[src/rtl/delta_rle_enc_mc.sv]
// Multi-channel delta/run-length encoder: packed CH-channel pixels in,
// serialized fixed-width run / packed-delta / literal / EOL tokens out.
module delta_rle_enc_mc #(
    parameter int PIXW   = 10,
    parameter int CH     = 3,
    parameter int BUSW   = 16,
    parameter int DW     = 4,
    parameter int MAXRUN = 2**(BUSW-2)-1
) (
    input  logic                 clk,
    input  logic                 rst,
    input  logic                 valid_in,
    input  logic [CH*PIXW-1:0]   px_in,
    input  logic                 eol_in,
    output logic                 ready_in,
    output logic                 valid_out,
    output logic [BUSW-1:0]      data_out,
    input  logic                 ready_out
);
    localparam int RW   = BUSW - 2;
    localparam int CW   = (CH > 1) ? $clog2(CH) : 1;
    localparam int DMIN = -(2**(DW-1));
    localparam int DMAX = 2**(DW-1) - 1;

    typedef enum logic [1:0] {IDLE, PIX, LIT, EOL} state_t;

    state_t               state;
    logic [CH*PIXW-1:0]   prev;
    logic [CH*PIXW-1:0]   pend_px;
    logic                 pend_eol;
    logic [RW-1:0]        run;
    logic [CW-1:0]        lit_cnt;

    logic                 slot_free;
    logic [CH*PIXW-1:0]   src_px;
    logic                 src_eol;
    logic                 match;
    logic                 delta_ok;
    logic [BUSW-1:0]      first_tok;
    logic [BUSW-1:0]      lit_tok;
    logic [RW-1:0]        run_inc;
    logic [PIXW-1:0]      cur_ch;
    logic [PIXW-1:0]      old_ch;
    logic signed [PIXW:0] d;

    assign slot_free = !valid_out || ready_out;
    assign ready_in  = !rst && (state == IDLE) && slot_free;
    assign run_inc   = run + 1'b1;

    // In IDLE the incoming pixel is examined directly; afterwards the latched copy.
    always_comb begin
        src_px    = (state == IDLE) ? px_in : pend_px;
        src_eol   = (state == IDLE) ? eol_in : pend_eol;
        match     = (src_px == prev);
        delta_ok  = 1'b1;
        first_tok = '0;
        cur_ch    = '0;
        old_ch    = '0;
        d         = '0;
        for (int unsigned c = 0; c < CH; c++) begin
            cur_ch = src_px[(CH-1-c)*PIXW +: PIXW];
            old_ch = prev[(CH-1-c)*PIXW +: PIXW];
            d      = $signed({1'b0, cur_ch}) - $signed({1'b0, old_ch});
            if (d < DMIN || d > DMAX)
                delta_ok = 1'b0;
            first_tok[(CH-1-c)*DW +: DW] = d[DW-1:0];
        end
        if (!delta_ok) begin
            first_tok                 = '0;
            first_tok[BUSW-1 -: 2]    = 2'b01;
            first_tok[PIXW-1:0]       = src_px[CH*PIXW-1 -: PIXW];
        end
        lit_tok              = '0;
        lit_tok[BUSW-1 -: 2] = 2'b01;
        lit_tok[PIXW-1:0]    = pend_px[(CH-1-int'(lit_cnt))*PIXW +: PIXW];
    end

    always_ff @(posedge clk) begin
        if (rst) begin
            state     <= IDLE;
            prev      <= '0;
            pend_px   <= '0;
            pend_eol  <= 1'b0;
            run       <= '0;
            lit_cnt   <= '0;
            valid_out <= 1'b0;
            data_out  <= '0;
        end else if (slot_free) begin
            valid_out <= 1'b0;
            // IDLE without a run/EOL need, or PIX: emit delta or first literal.
            if ((state == PIX) || (state == IDLE && valid_in && !match && run == '0)) begin
                valid_out <= 1'b1;
                data_out  <= first_tok;
                prev      <= src_px;
                pend_px   <= src_px;
                pend_eol  <= src_eol;
                if (delta_ok || CH == 1) begin
                    lit_cnt <= '0;
                    state   <= src_eol ? EOL : IDLE;
                end else begin
                    lit_cnt <= CW'(1);
                    state   <= LIT;
                end
            end else begin
                case (state)
                    IDLE: begin
                        if (valid_in) begin
                            pend_px  <= px_in;
                            pend_eol <= eol_in;
                            if (match) begin
                                if (eol_in) begin
                                    valid_out <= 1'b1;
                                    data_out  <= {2'b10, run_inc};
                                    run       <= '0;
                                    state     <= EOL;
                                end else if (run_inc == RW'(MAXRUN)) begin
                                    valid_out <= 1'b1;
                                    data_out  <= {2'b10, run_inc};
                                    run       <= '0;
                                end else begin
                                    run <= run_inc;
                                end
                            end else begin
                                valid_out <= 1'b1;
                                data_out  <= {2'b10, run};
                                run       <= '0;
                                state     <= PIX;
                            end
                        end
                    end
                    LIT: begin
                        valid_out <= 1'b1;
                        data_out  <= lit_tok;
                        if (lit_cnt == CW'(CH-1)) begin
                            lit_cnt <= '0;
                            state   <= pend_eol ? EOL : IDLE;
                        end else begin
                            lit_cnt <= lit_cnt + 1'b1;
                        end
                    end
                    EOL: begin
                        valid_out <= 1'b1;
                        data_out  <= {2'b11, {RW{1'b0}}};
                        prev      <= '0;
                        run       <= '0;
                        state     <= IDLE;
                    end
                    default: state <= IDLE;
                endcase
            end
        end
    end
endmodule

[config.mk]
export PLATFORM = sky130hd
export DESIGN_NAME = delta_rle_enc_mc
export DESIGN_NICKNAME = d
export VERILOG_FILES = /design/src/rtl/delta_rle_enc_mc.sv
export SDC_FILE = /design/constraint.sdc
export NUM_CORES = 1
export LEC_CHECK = 0
export BUFFER_PORTS_ARGS = -buffer_cell sky130_fd_sc_hd__buf_2
export CAP_MARGIN = 20
export CELL_PAD_IN_SITES_DETAIL_PLACEMENT = 0
export CELL_PAD_IN_SITES_GLOBAL_PLACEMENT = 1
export CORE_MARGIN = 2
export CORE_UTILIZATION = 35
export DETAILED_ROUTE_END_ITERATION = 8
export MAX_ROUTING_LAYER = met4
export PLACE_DENSITY_LB_ADDON = 0.1
export RECOVER_POWER = 50
export SLEW_MARGIN = 20
export SYNTH_ARGS = -nofsm -noshare
export SYNTH_HDL_FRONTEND = slang
export SYNTH_SLANG_ARGS = --single-unit
[constraint.sdc]
create_clock -name clk -period 6.6 [get_ports clk]
set_clock_uncertainty 0.2 [all_clocks]
set_input_delay 0 -clock clk [delete_from_list [all_inputs] [get_ports clk]]
set_output_delay 0 -clock clk [all_outputs]
set_load 0.05 [all_outputs]
==> results.ini <==
[pwr]
power.share.clock=0.126
p_per_area_nw_per_um2=542.2
internal_power_mw=2.188
ir_drop_mv=0.2500
power_leakage_nw=3.155
p_seq_frac=0.186
total_power_mw=4.564
switchingPower_mw=2.376
swShare=0.5206
power_frac_comb=0.688

[clock_tree]
cts_inserted_buffers=9
clockBufferDepth=2
clock_latency_ns=0.36
h-tree-depth=3
cts_tree=yes
clkSinkCount=96
clock-root-buffer=clkbuf_16
clk_pin_slew_ns=0.07

[timing]
tightest_slew_ns=1.794
fin_crit_sh=0.9013
final_max_slew_viol_count=31
max_freq_ghz=0.1681
setup_violations=0
fin_ws_ns=0.6513
final.setup.tns_ns=0
rsz0062_at_grt=no
final_hold_viol_count=0
slew_headroom=-0.1960
min_period_ns=5.949

[worst_setup_path]
crit_chain=inv_1 -> ha_1 -> buf_12 -> mux2_1 -> ha_1 -> nand4_1 -> nor4_1 -> nand2_1 -> a21o_1 -> o21ai_2 -> clkbuf_1 -> a22oi_1 -> nor2_1
path_delay_family=buffers and inverters
r2r_cells=13
crit_arrival_ns=6.04
crit_slowest_cell=clkbuf_1
setup.worst_path.class=reg -> reg
cp_max_fo=30
endpoint_kind=flip-flop
crit_buf_inv=3
crit_path_start_kind=flip-flop
crit_required_ns=6.69
slowest_delay_ns=1.31
crit_cells=13
timing.critical_path.mode_cell=ha_1

[detailed_routing]
drt_iter0_drc=456
drt-vias-per-instance=5.561
drt-total-wl_mm=25.82
drt-pass1-iter-count=4
vias=7163
antenna_left=0
drc=0
wl_per_cell_um=20.05

[synthesis]
synth_top_area_share=0.2634
synth.largest_area_cell=dfxtp_1
avgSynthCellArea_um2=7.560
yosysWarningCount=0
syn_area_um2=7296
synth_top_cells_by_area=dfxtp_1, ha_1, a21oi_1
async_flop_share=0
postSynthCellCount=965
synthesis.nets=1048
ys.flop_type=dfxtp_1
synth_edf_count=0
yosysUniqueCellTypes=71
seq_area_frac_synth=0.2634
synth_seq_cells=96

[floorplanning]
rows=52
dieArea_um2=22020
die_h_um=148.4
fp.coreArea_um2=20360
initial_core_util=0.3583
die_w_um=148.4
io_pins=53

[finish]
nets=1096
syn2layout_area_growth_pct=15.37
n_antenna_cell=0
fill_cells=2151
drive_gt1_frac=0.1159

[global_routing]
grt_antenna_before_repair=0
grt_start_max_net_pins=80
grt_pass1_vias=6833
gr-total-overflow=0
grt_pass1_wl_mm=40.21
grt_util_all_layers=0.2426

[status]
violations=max-capacitance violations, max-slew violations
outcome=finished, violations left

[placement]
port_buffers=52
place_ws_ns=1.112
finalWeightedCongestion=0.8376
hpwlAfterDp_mm=18.66

[hold_path]
hp-class=in -> reg
holdPathStages=3

[flow_run]
drv_cap=1

==> power groups by stage <==
| stage | Combinational, mW | Clock (mW) | Sequential, mW |
|---|---|---|---|
| after floorplan | 2.15 | 0 | 0.952 |
| after global placement | 3.12 | 0 | 0.860 |
| after detailed placement | 3.09 | 0 | 0.860 |
| after CTS | 3.14 | 0.591 | 0.847 |
| after global routing | 3.45 | 0.608 | 0.868 |
| final | 3.14 | 0.575 | 0.848 |
==> Yosys cell counts (all sizes together) (4+ instances only) <==
cell type  count
a31oi         10
inv           49
nand3         22
a22oi         28
mux2          35
nand4         12
or3            7
nor4          13
nor3b          8
a221oi         7
nor3          19
nor2         105
a21oi        102
xnor2         17
ha            45
a21o           5
nand2        110
o21ai         38
and3           9
nand2b         8
or4            5
o221ai         5
o211ai         4
mux2i         22
o22ai          8
nor2b         12
or2            8
nand3b         5
buf           13
dfxtp         96
a311oi         4
a211oi        14
and2           8
o21a          12
clkbuf        51
xor2          12
==> per-layer routing <==
layer  up-vias  global-route usage  share of wire
met3        23             0.02178          0.026
li1       3557                   -              -
met1      3460              0.3389           0.50
met4         0             0.06952          0.019
met2       123              0.3755           0.45
met5         -                   -              0
==> cells by family after synthesis <==
logic type / count (synthesis) / share of synthesized area
AND/OR/NAND/NOR: 359 / 0.2350
AO/OA/AOI/OAI: 261 / 0.2298
buffers and inverters: 113 / 0.06122
flip-flops: 96 / 0.2634
multiplexers: 59 / 0.09038
adder cells (fa/ha/maj): 48 / 0.08541
XOR/XNOR: 29 / 0.03481
==> registers in the layout, summed over array words and instances (netlist names) <==
signal     flops
prev          30
valid_out      1
pend_px       30
run           14
pend_eol       1
state          2
data_out      16
lit_cnt        2
==> tightest hold or removal path, cell delays in order <==
cell and delay (ns):
buf_2 0.08, nand2b_1 0.32, a221oi_1 0.14
==> final timing paths <==
check                  to  slack, ns    startpoint
max              prev[23]       0.65      state[0]
min            lit_cnt[0]       0.05     ready_out
max reg2reg      prev[23]       0.65      state[0]
min reg2reg  data_out[13]       0.25  data_out[13]
==> layout make-up <==
class	instances	area (µm²)	area share
Inverter	49	183.9	0.02185
Sequential cell	96	1922	0.2283
Timing Repair Buffer	101	721.9	0.08577
Clock buffer	12	256.5	0.03047
Tap cell	270	337.8	0.04014
Multi-Input combinational cell	756	4942	0.5872
Clock inverter	4	52.55	0.006243
==> timing repair <==
item / CTS / global route
hold buffers: 42 / 0
buffers inserted: 0 / 0
resized for setup: 0 / 0
endpoints found under the hold margin: 68 / 0
==> cell usage in the layout (no fill, tap or decap), types with 5 or more instances in the layout <==
| master | count |
|---|---|
| nor4_1 | 13 |
| mux2_2 | 34 |
| o221ai_1 | 5 |
| o21ai_0 | 36 |
| a22oi_1 | 28 |
| a31oi_1 | 10 |
| nor3_1 | 18 |
| dfxtp_1 | 96 |
| xor2_1 | 12 |
| o21a_1 | 12 |
| ha_1 | 45 |
| nor3b_1 | 8 |
| or3_1 | 6 |
| or2_2 | 8 |
| a221oi_1 | 6 |
| buf_4 | 6 |
| nand3_1 | 22 |
| nand4_1 | 12 |
| xnor2_1 | 17 |
| clkbuf_16 | 9 |
| dlygate4sd3_1 | 42 |
| nand2_1 | 110 |
| a211oi_1 | 14 |
| and3_1 | 8 |
| clkbuf_1 | 20 |
| o22ai_1 | 8 |
| mux2i_1 | 22 |
| nand2b_1 | 8 |
| buf_2 | 33 |
| inv_1 | 49 |
| nor2b_1 | 12 |
| a21oi_1 | 100 |
| nor2_1 | 104 |
| and2_1 | 8 |
| nand3b_1 | 5 |
==> through the flow <==
stage          instances  cell area, µm²  hold WS [ns]    util
4_1_cts             1288            8447       0.04324  0.4148
6_report            1288            8417       0.05090  0.4133
2_1_floorplan        965            7296      -0.06403       -
3_3_place_gp        1230            7717       0.05208  0.3790
5_1_grt             1288            8417        0.1134  0.4133
3_5_place_dp        1230            7717       0.05981  0.3790
(Power assumes the default switching activity.)
